<file path="src/rtl/alu_mul_seq.sv">
// alu_mul_seq: unsigned shift-and-add multiplier that sequences one external combinational ALU.
// Latency: n+1 cycles from operand acceptance to out_valid, the same for every operand value.
// Backpressure: one operation in flight; in_ready stays low until the product is taken by out_ready.
// Optional feature: define MUL_OVF_FLAG_EN to add the out_ovf port (product wider than n bits).

module alu_mul_seq #(
  parameter int         n       = 4,
  parameter logic [2:0] CNT_ADD = 3'b010
) (
  input  logic           clk,
  input  logic           rst,
  input  logic           in_valid,
  output logic           in_ready,
  input  logic [n-1:0]   in_a,
  input  logic [n-1:0]   in_b,
  output logic           out_valid,
  input  logic           out_ready,
  output logic [2*n-1:0] out_p,
`ifdef MUL_OVF_FLAG_EN
  output logic           out_ovf,
`endif
  output logic [2:0]     alu_cntrl,
  output logic [n-1:0]   alu_a,
  output logic [n-1:0]   alu_b,
  input  logic [n-1:0]   alu_f,
  input  logic           alu_cout
);

  localparam int CW = $clog2(n + 1);

  // cnt counts completed add/shift steps; reaching n means the product is complete.
  localparam logic [CW-1:0] CNT_LAST = CW'(n);
  localparam logic [CW-1:0] CNT_ONE  = CW'(1);

  typedef enum logic [1:0] {
    IDLE = 2'd0,
    CALC = 2'd1,
    DONE = 2'd2
  } state_t;

  state_t        state;
  logic [n-1:0]  mcand;
  logic [n-1:0]  acc;
  logic [n-1:0]  q;
  logic [CW-1:0] cnt;
  logic          shifting;

  // The ALU is only given real operands while an add/shift step is in progress;
  // the writeback cycle and the idle/done states present zeros.
  assign shifting  = (state == CALC) && (cnt != CNT_LAST);

  assign alu_cntrl = CNT_ADD;
  assign alu_a     = shifting ? acc : '0;
  assign alu_b     = shifting ? (mcand & {n{q[0]}}) : '0;

`ifdef MUL_OVF_FLAG_EN
  // out_p is cleared outside DONE, so the flag is automatically 0 there as well.
  assign out_ovf = |out_p[2*n-1:n];
`endif

  // Sequencer: operand capture, n add/shift steps through the ALU, product hold until taken.
  always_ff @(posedge clk or posedge rst) begin
    if (rst) begin
      state     <= IDLE;
      mcand     <= '0;
      acc       <= '0;
      q         <= '0;
      cnt       <= '0;
      in_ready  <= 1'b1;
      out_valid <= 1'b0;
      out_p     <= '0;
    end else begin
      case (state)
        IDLE: begin
          if (in_valid && in_ready) begin
            mcand    <= in_a;
            q        <= in_b;
            acc      <= '0;
            cnt      <= '0;
            in_ready <= 1'b0;
            state    <= CALC;
          end
        end

        CALC: begin
          if (cnt != CNT_LAST) begin
            // The n+1-bit ALU sum replaces the high half; q shifts right and
            // drops the multiplier bit just consumed, so the carry is kept.
            {acc, q} <= {alu_cout, alu_f, q[n-1:1]};
            cnt      <= cnt + CNT_ONE;
          end else begin
            out_p     <= {acc, q};
            out_valid <= 1'b1;
            state     <= DONE;
          end
        end

        DONE: begin
          if (out_ready) begin
            out_valid <= 1'b0;
            out_p     <= '0;
            in_ready  <= 1'b1;
            state     <= IDLE;
          end
        end

        default: begin
          state     <= IDLE;
          in_ready  <= 1'b1;
          out_valid <= 1'b0;
          out_p     <= '0;
        end
      endcase
    end
  end

endmodule
</file>
<file path="config.mk">
export PLATFORM = sky130hd
export DESIGN_NAME = alu_mul_seq
export DESIGN_NICKNAME = d
export VERILOG_FILES = /design/src/rtl/alu_mul_seq.sv
export SDC_FILE = /design/constraint.sdc
export NUM_CORES = 1
export LEC_CHECK = 0
export ABC_AREA = 1
export CAP_MARGIN = 25
export CORE_MARGIN = 2
export CORE_UTILIZATION = 40
export CTS_BUF_LIST = sky130_fd_sc_hd__clkbuf_4
export CTS_CLUSTER_DIAMETER = 50
export DETAILED_ROUTE_END_ITERATION = 10
export GPL_ROUTABILITY_DRIVEN = 0
export GPL_TIMING_DRIVEN = 1
export PLACE_DENSITY_LB_ADDON = 0.12
export SETUP_SLACK_MARGIN = 0.15
export SYNTH_ARGS = -nofsm -noshare
export SYNTH_HDL_FRONTEND = slang
export SYNTH_SLANG_ARGS = --single-unit
</file>
<file path="constraint.sdc">
create_clock -name clk -period 1.9 [get_ports clk]
set_input_delay 0.285 -clock clk [delete_from_list [all_inputs] [get_ports clk]]
set_output_delay 0.285 -clock clk [all_outputs]
set_load 0.05 [all_outputs]
</file>
==> flow_summary.toml <==
[status]
status = "finished clean"

[global_route]
grt_pass1_wl_um = 5350
use_met2_pct = 27.0
grt_max_degree = 28
antenna_found_initial = 0
grt_use_met1_pct = 24.3
grt_pass1_vias = 1131
busiest_layer = "met2"
gr-total-overflow = 0
met3_usage_pct = 2.70
track_usage_pct = 17.2

[routing]
drcViolationCount = 0
vias = 1198
ant_nets = 0
drt-total-wl_um = 3050
wl_per_cell_um = 11.8
dr.pass1.iters = 4
via_per_inst = 4.64
drtIter0Drc = 60

[sta]
skew_ns = 0.00548
hold_violations = 0
layout_min_cycle_time_ns = 1.81
fin_crit_sh_pct = 95.0
final.setup.worst_slack_ns = 0.0948
rsz0062_at_grt = "true"
fmax_mhz = 554
finalMaxSlewViolations = 0
setup_viol = 0
tns_ns = 0

[min_path]
hold_class = "primary input to asynchronous set/reset pin"

[power_and_ir_drop]
ir_drop_mv = 0.696
p_leak_uw = 0.00103
p_per_area_nw_per_um2 = 1560

[clocking]
holdBufCountCts = 0
ctsHtreeMaxLevel = 1
cts_buffers = 3
worst_skew_pair.late_latency_ns = 0.33
path_clk_slew_ns = 0.15
cts_tree = "yes"
cts.sinks = 27
cts_root_buf = "clkbuf_4"
cts_buffer_depth = 2

[critical_path]
crit_cells = 6
crit_path_max_fanout = 6
cp.required_ns = 1.62
crit_slowest_cell = "dfrtp_1"
critical-path-top-delay-family = "simple AND/OR/NAND/NOR gates"
worstPathCellList = "inv_2 -> ha_4 -> nand2_4 -> nand3_4 -> nor2_4 -> buf_12"
cp_num_buf_inv = 2
slowest_delay_ns = 0.40
worst_setup_path_start_kind = "register"
arrival_ns = 1.52
endpoint_kind = "output pin"
reg2regPathDepth = 7
crit_type = "register to output pin"

[synthesis]
yosysSeqAreaShare_pct = 49.3
yosysWarnings = 0
synthTopCellsByArea = "dfrtp_1, nand2_1, nand3_1, inv_1, nor2_1"
synth-async-reset-ratio_pct = 100
synth_most_common_cell = "nand2_1"
synth-seq-cells = 27
synth_top_area_share_pct = 47.4
synth_area_um2 = 1370
synth_commonest_cells = "nand2_1, dfrtp_1, inv_1, nor2_1, nand3_1"
synth_ff_type = "dfrtp_1"
synthCells = 167
synth_edf_count = 0
synth_top_area_cell = "dfrtp_1"
synth_cell_types = 22
syn_area_per_cell_um2 = 8.23

[die]
die_h_um = 62.6
initial_core_util_pct = 41.5
ios = 38
core_um2 = 3310
rows = 21
fp.dieW_um = 62.6
dieArea_um2 = 3920

[job]
cap_violations = 0

[placed_design]
place_ws_ns = 0.241
dp_hpwl_um = 2200
port_buffers = 34

[finish]
area_growth_pct = 46.0
drive_gt1_share_pct = 27.4
final_net_count = 232
antenna_cells = 0
metal layers:
layer	routed length [um]	vias up	part of all wire, %
li1	-	608	-
met3	109	5	3.6
met4	44	0	1.4
met1	1430	559	47
met2	1470	26	48
met5	0	-	0
path summary, 6_finish.rpt:
check	start	end	slack, ns
max	cnt[1]	alu_a[0]	0.09
min reg2reg	in_ready	in_ready	0.48
max in group asynchronous	rst	in_ready	1.30
min in group clk	in_ready	in_ready	0.48
max reg2reg	cnt[1]	acc[3]	0.33
min	rst	out_p[3]	0.29
cell families after synthesis:
group / after synthesis / share of synthesized area (%)
xor gates and xnor gates: 1 / 0.638
buffers and inverters: 30 / 11.1
other: 2 / 0.547
AOI/OAI and AO/OA: 14 / 6.74
adders and majority gates: 2 / 1.82
and+or+nand+nor: 91 / 29.9
DFF: 27 / 49.3
flip-flops by register name (all words and copies together), names as in the netlist:
register	flops
out_valid	1
q	4
mcand	4
state	2
acc	4
out_p	8
in_ready	1
cnt	3
cell usage in the layout, fill, tap and decap left out, types with 3 or more instances in the layout:
cell	n
o21ai_0	3
o21ai_2	6
conb_1	3
buf_12	8
nand2_1	42
clkdlybuf4s50_1	16
nand2_2	3
a21oi_1	3
dlygate4sd2_1	9
clkbuf_4	4
buf_4	16
nor2_4	9
dfrtp_1	24
nand3_1	17
nand4_1	5
inv_1	18
nor2_1	10
area by class of cell:
cell class	count	area, um^2
well taps	46	57.6
flip-flops and latches	27	679
multi-input cells	111	638
inverters	21	81.3
repair buffers	49	519
fillers	310	1310
clock buffers	4	30.0
stage by stage:
step                      instance area, um^2  cells  hold WS (ns)  power [uW]  util (%)
final                                    2010    258         0.293        3130      60.6
after global routing                     2010    258         0.329        3350      60.6
after CTS                                1990    256         0.306        3120      60.1
after detailed placement                 1820    244         0.458        2650      55.1
after global placement                   1820    244         0.456        2610      55.1
after floorplan                          1390    168         0.337        2150         -
repair_timing:
action                                  in CTS  in global routing
resized for setup                           33                  0
pin swaps                                    5                  2
endpoints found under the hold margin        0                  0
endpoints found under the setup margin      17                  8
buffers inserted                             8                  2
power by group:
part	internal [uW]	switching, uW	leakage [uW]
Clock	96.7	172	0.0000184
Sequential	811	132	0.000341
Combinational	712	1210	0.000674
tightest hold or removal path: stages:
cell             delay (ns)
clkdlybuf4s50_1        0.40
inv_1                  0.05
buf_4                  0.32
Note: power is estimated with default switching activity, not from simulation.
==> RTL change 1: new RTL, same settings <==
`n`: 4 -> 8.
--- a/src/rtl/alu_mul_seq.sv
+++ b/src/rtl/alu_mul_seq.sv
@@ -6,3 +6,3 @@
 module alu_mul_seq #(
-  parameter int         n       = 4,
+  parameter int         n       = 8,
   parameter logic [2:0] CNT_ADD = 3'b010
Ports: changed (6 resized); port bits go from 38 to 66. The function was not compared with the original's and may differ.
==> RTL change 1 against the unedited design <==
- cell area grew 77%
- count of clock-buffer cells in the layout grew 2
- synthesized area grew 65%
- sequential power grew 81%
- critical path depth is the same
- sequential cell count grew 21
- via count grew 67%
- total power grew 120%
- routed wire length grew 90%
- worst setup slack lost 0.071 ns
- fmax shrank 3.8%
- final cell count grew 61%
- register-to-register slack lost 0.07 ns
- non-clock buffer count grew 34
- critical endpoint is now alu_b[0]
==> RTL change 1: results (changes against the unedited design) <==
** Logic synthesis
- Post-synth top flop :: sky130_fd_sc_hd__dfrtp_1
- The unique cell type count in the Yosys netlist came to 25 (+14%).
- Register area share after synthesis :: 0.529 (+0.0368)
- Ranked by instance count, the synthesized netlist is headed by sky130_fd_sc_hd__nand2_1 (108), sky130_fd_sc_hd__dfrtp_1 (47), sky130_fd_sc_hd__o21ai_1 (20).
- Sorting the synthesized cells by area gives the leading types as sky130_fd_sc_hd__dfrtp_1 (52%), sky130_fd_sc_hd__nand2_1 (18%), sky130_fd_sc_hd__o21ai_1 (4.4%).
- Number of register bits inferred by synthesis :: 48 (+78%)
- Mean instance size in the synthesized netlist :: 8.63 um2 (+5.0%)

** Routing
- First DRT Iteration DRCs :: 106 (+77%)
- The total number of vias is 1998 (+67%).
- WL final :: 5.79 mm (+90%)

** Critical path
- The endpoint identified for the worst register-to-register timing path is acc[4].
- Origin of the critical flop-to-flop path :: cnt[0]
- The critical path data arrival time is 1.59 ns (+0.07 ns).
- The setup slack on the worst flop-to-flop path was 0.26 ns (-0.07 ns).
- The maximum fanout along the worst path is 5 (-1).
- The worst reg-to-reg path cell count came to 10 (+3).

** Place
- Number of placed instances, taps included :: 387 (+59%)
- The standard cell area after detailed placement was 3140 um2 (+72%).
- The half-perimeter wire length of the detailed placement result is 3.60 mm (+63%).
- The count of input and output buffers is 62 (+82%).

** Clocking
- Count of H-tree levels built during CTS :: 2 (+1)
- The clock latency of the later-clocked register in the worst-skew pair came to 0.36 ns (+0.03 ns).
- The cell sitting at the root of the clock tree is a sky130_fd_sc_hd__clkbuf_4.
- TritonCTS buffer count :: 5 (+2)

** Pwr
- The maximum vdd ir drop was 0.880 mV (+26%).
- Leakage :: 1.68 nW (+62%)

** STA
- Worst Skew :: 0.0192 ns (+0.0137 ns)
- The worst slack on hold paths came to 0.248 ns (-0.0453 ns).

** Global route
- GRT Total Usage :: 0.201 (+0.0286)
- First-pass GRT wire length :: 9.81 mm (+83%)
- The initial antenna violation count came to 0 (unchanged).
- Pin count of the biggest net entering global routing :: 49 (+75%)

** Layout
- Largest register by flop count :: out_p
- The final layout net count came to 374 (+61%).
- Max FFs per register :: 16 (+8)
- Count of non-filler cells in the finished layout :: 416 (+61%)
- Ratio of cells with drive above 1 in the final layout :: 0.253 (-0.0207)

** Status
- The flow ran to the end, and the final reports show no timing, DRC or antenna violations.
-- RTL change 1: final cells by class --
class | count | area (um2)
Clock buffer | 6 | 45.0
Clock inverter | 2 | 35.0
Fill cell | 486 | 1950
Inverter | 19 | 108
Multi-Input combinational cell | 185 | 1140
Sequential cell | 48 | 1200
Tap cell | 72 | 90.1
Timing Repair Buffer | 83 | 922
Timing Repair inverter | 1 | 8.76
-- RTL change 1: tightest hold or removal path, delay by kind of cell --
kind	cells	cell delay [ns]
buffers and inverters	3	0.72
-- RTL change 1: where the power goes --
| part | switching, mW | internal (mW) |
|---|---|---|
| logic | 2.83 | 1.59 |
| registers | 0.252 | 1.45 |
| clock network | 0.326 | 0.291 |
-- RTL change 1: timing repair --
action	in CTS	in global routing
buffers inserted	17	0
gates resized for setup	48	4
cloned	2	2
pin swaps	8	5
setup endpoints to repair	33	44
hold buffers	0	0
-- RTL change 1: worst max-delay path by stage --
stage,start,to,slack [ns],cells after the start
2_1_floorplan,cnt[0],alu_b[0],-0.03,6
3_5_place_dp,state[1],alu_a[0],0.21,6
3_3_place_gp,state[1],alu_a[7],0.22,6
5_1_grt,cnt[0],alu_b[0],-0.06,6
6_report,cnt[0],alu_b[0],0.02,6
4_1_cts,cnt[0],alu_b[0],0.008,6
-- RTL change 1: metal layers --
layer  track usage  wire length [um]
met1         0.274              2620
met2         0.331              2860
met3        0.0409               256
met4        0.0466                51
met5             0                 0
-- RTL change 1: logic make-up after synthesis --
| logic type | count (synthesis) | share of synthesized area |
|---|---|---|
| AND/OR/NAND/NOR | 138 | 0.274 |
| adder cells (fa/ha/maj) | 2 | 0.0110 |
| AO/OA/AOI/OAI | 38 | 0.0882 |
| XOR/XNOR | 1 | 0.00386 |
| other | 2 | 0.00331 |
| flip-flops | 48 | 0.529 |
| buffers and inverters | 34 | 0.0898 |
-- RTL change 1: per-stage QoR --
step	TNS, ns	setup slack [ns]
final	0	0.0237
after global routing	-0.351	-0.0579
after CTS	0	0.00825
after detailed placement	0	0.211
after global placement	0	0.219
after floorplan	-0.183	-0.0261
==> RTL change 2: new RTL, config.mk and constraints unchanged <==
Made on the original files. Encoding of `state_t`: now one-hot (3 bits for 3 states).
--- a/src/rtl/alu_mul_seq.sv
+++ b/src/rtl/alu_mul_seq.sv
@@ -34,6 +34,6 @@
 
-  typedef enum logic [1:0] {
-    IDLE = 2'd0,
-    CALC = 2'd1,
-    DONE = 2'd2
+  typedef enum logic [2:0] {
+    IDLE = 3'b001,
+    CALC = 3'b010,
+    DONE = 3'b100
   } state_t;
Check against the original RTL: no difference found for any inputs over 10 cycles, from zero or initial values and one cycle with rst high; not proved beyond that.
==> RTL change 2 against the unedited design <==
- worst setup slack improved by 0.0076 ns
- global-route usage rose by 0.60 points
- sequential power fell by 0.4%
- cell area rose by 0.56%
- sequential cell count rose by 1
- clock skew rose by 0.0021 ns
- synthesized area rose by 5.3%
- routed wire length rose by 6.2%
- die area rose by 4.9%
- core utilization fell by 1.5 points
- total power fell by 24%
- critical endpoint is now alu_a[3]
- highest routed layer unchanged
==> RTL change 2: results (changes against the unedited design) <==
** Clocking
- The count of H-tree levels built during CTS came to 1 (unchanged).

** Logic synthesis
- The average size of a mapped cell came to 8.17 um2 (-0.67%).
- The count of yosys warnings during synthesis was 0 (unchanged).
- Synth top area cells :: sky130_fd_sc_hd__dfrtp_1 (45%), sky130_fd_sc_hd__nand2_1 (12%), sky130_fd_sc_hd__inv_1 (5.7%)
- The share of the yosys chip area belonging to registers is 0.486 (-0.00655).
- The unique cell type count in the Yosys netlist was 21 (-4.5%).
- The commonest cells after synthesis are sky130_fd_sc_hd__nand2_1 (47), sky130_fd_sc_hd__dfrtp_1 (26), sky130_fd_sc_hd__inv_1 (22).

** Routing
- The number of DRC markers after the initial detailed-route iteration is 32 (-47%).
- Met2 Routed Length :: 1.61 mm (+9.7%)
- The routed via count divided by cell count came to 4.80 (+3.3%).
- The met1 wire length is 1.44 mm (+0.84%).
- The total wire length came to 3.24 mm (+6.2%).
- The detailed router used layers up to and including met4.
- The routed length on met3 came to 157 um (+44%).

** Global route
- The global routing met3 resource utilization is 0.0158 (-0.0112).
- The first-pass GRT wire length is 5.78 mm (+8.0%).
- The met2 layer usage reported by global route is 0.302 (+0.0319).
- The largest net degree at the start of global routing is 29 (+3.6%).
- GRT Total Usage :: 0.178 (+0.00605)
- Met1 GRT Util :: 0.242 (-0.00102)

** STA
- Worst Skew :: 0.00755 ns (+0.00207 ns)

** Place
- The total placed cells including tap cells was 252 (+3.3%).
- The pre-CTS worst setup slack is 0.243 ns (+0.00192 ns).
- Half-perimeter wire length after placement :: 2.21 mm (+0.35%)
- The count of input and output buffers came to 34 (unchanged).

** Layout
- Net count reported at finish :: 237 (+2.2%)
- The layout filler cell count is 312 (+0.65%).
- The fraction of layout cells with a size suffix above 1 was 0.212 (-0.0616).

** Critical path
- Crit path max fanout :: 5 (-1)
- Slowest stage cell, crit path :: sky130_fd_sc_hd__dfrtp_1

** Pwr
- The maximum vdd ir drop came to 0.564 mV (-19%).

** Status
- The flow ran to the end, and the final reports show no timing, DRC or antenna violations.
==> RTL change 2: changes by cell type after synthesis, sizes merged <==
cell	change
buf	+1
inv	+3
nand2	+1
dfstp	+1
nor2	-1
nand4	+6
a21oi	-3
o21ai	+2
==> RTL change 2: path summary, 6_finish.rpt <==
path,start,end,slack [ns],cells past startpoint
max,cnt[0],alu_a[3],0.10,6
min,rst,out_p[5],0.29,3
max reg2reg,state[0],out_p[1],0.33,6
min reg2reg,in_ready,in_ready,0.48,2
max in group asynchronous,rst,in_ready,1.30,3
min in group clk,alu_cout,acc[3],0.48,3
==> RTL change 2: logic make-up (layout without fill, tap and decap cells) <==
group,Yosys count,count (layout),synth area share
simple gates,97,98,0.317
flops,28,28,0.486
fa+ha+maj,2,2,0.0173
buf+inv,34,72,0.124
other cells,2,3,0.00519
xor+xnor,1,1,0.00606
compound gates,13,13,0.0450
==> RTL change 2: layout make-up <==
type                       instances  area [um2]  share of cell area
clock inverter                     1        3.75             0.00186
tap                               46        57.6              0.0285
multi-input combinational        117         658               0.326
inverter                          24        90.1              0.0447
timing repair buffer              44         482               0.239
sequential                        28         703               0.349
clock buffer                       3        22.5              0.0112
==> RTL change 2: timing repair <==
action                                 4_1_cts  5_1_grt
setup endpoints to repair                   17        8
gates resized for setup                     31        0
hold buffers                                 0        0
pin swaps                                    5        3
endpoints found under the hold margin        0        0
setup buffers                                6        0
gates cloned                                 1        0
==> RTL change 2: critical path, delay by kind of cell (launching register included) <==
kind,cells,cell delay [ns]
adders and majority gates,1,0.16
and+or+nand+nor,3,0.42
DFF,1,0.40
buffers and inverters,2,0.21
==> RTL change 2: power breakdown <==
part           internal [mW]  total [mW]  switching (mW)
logic                  0.422        1.18           0.758
registers              0.803       0.939           0.136
clock network         0.0772       0.252           0.175
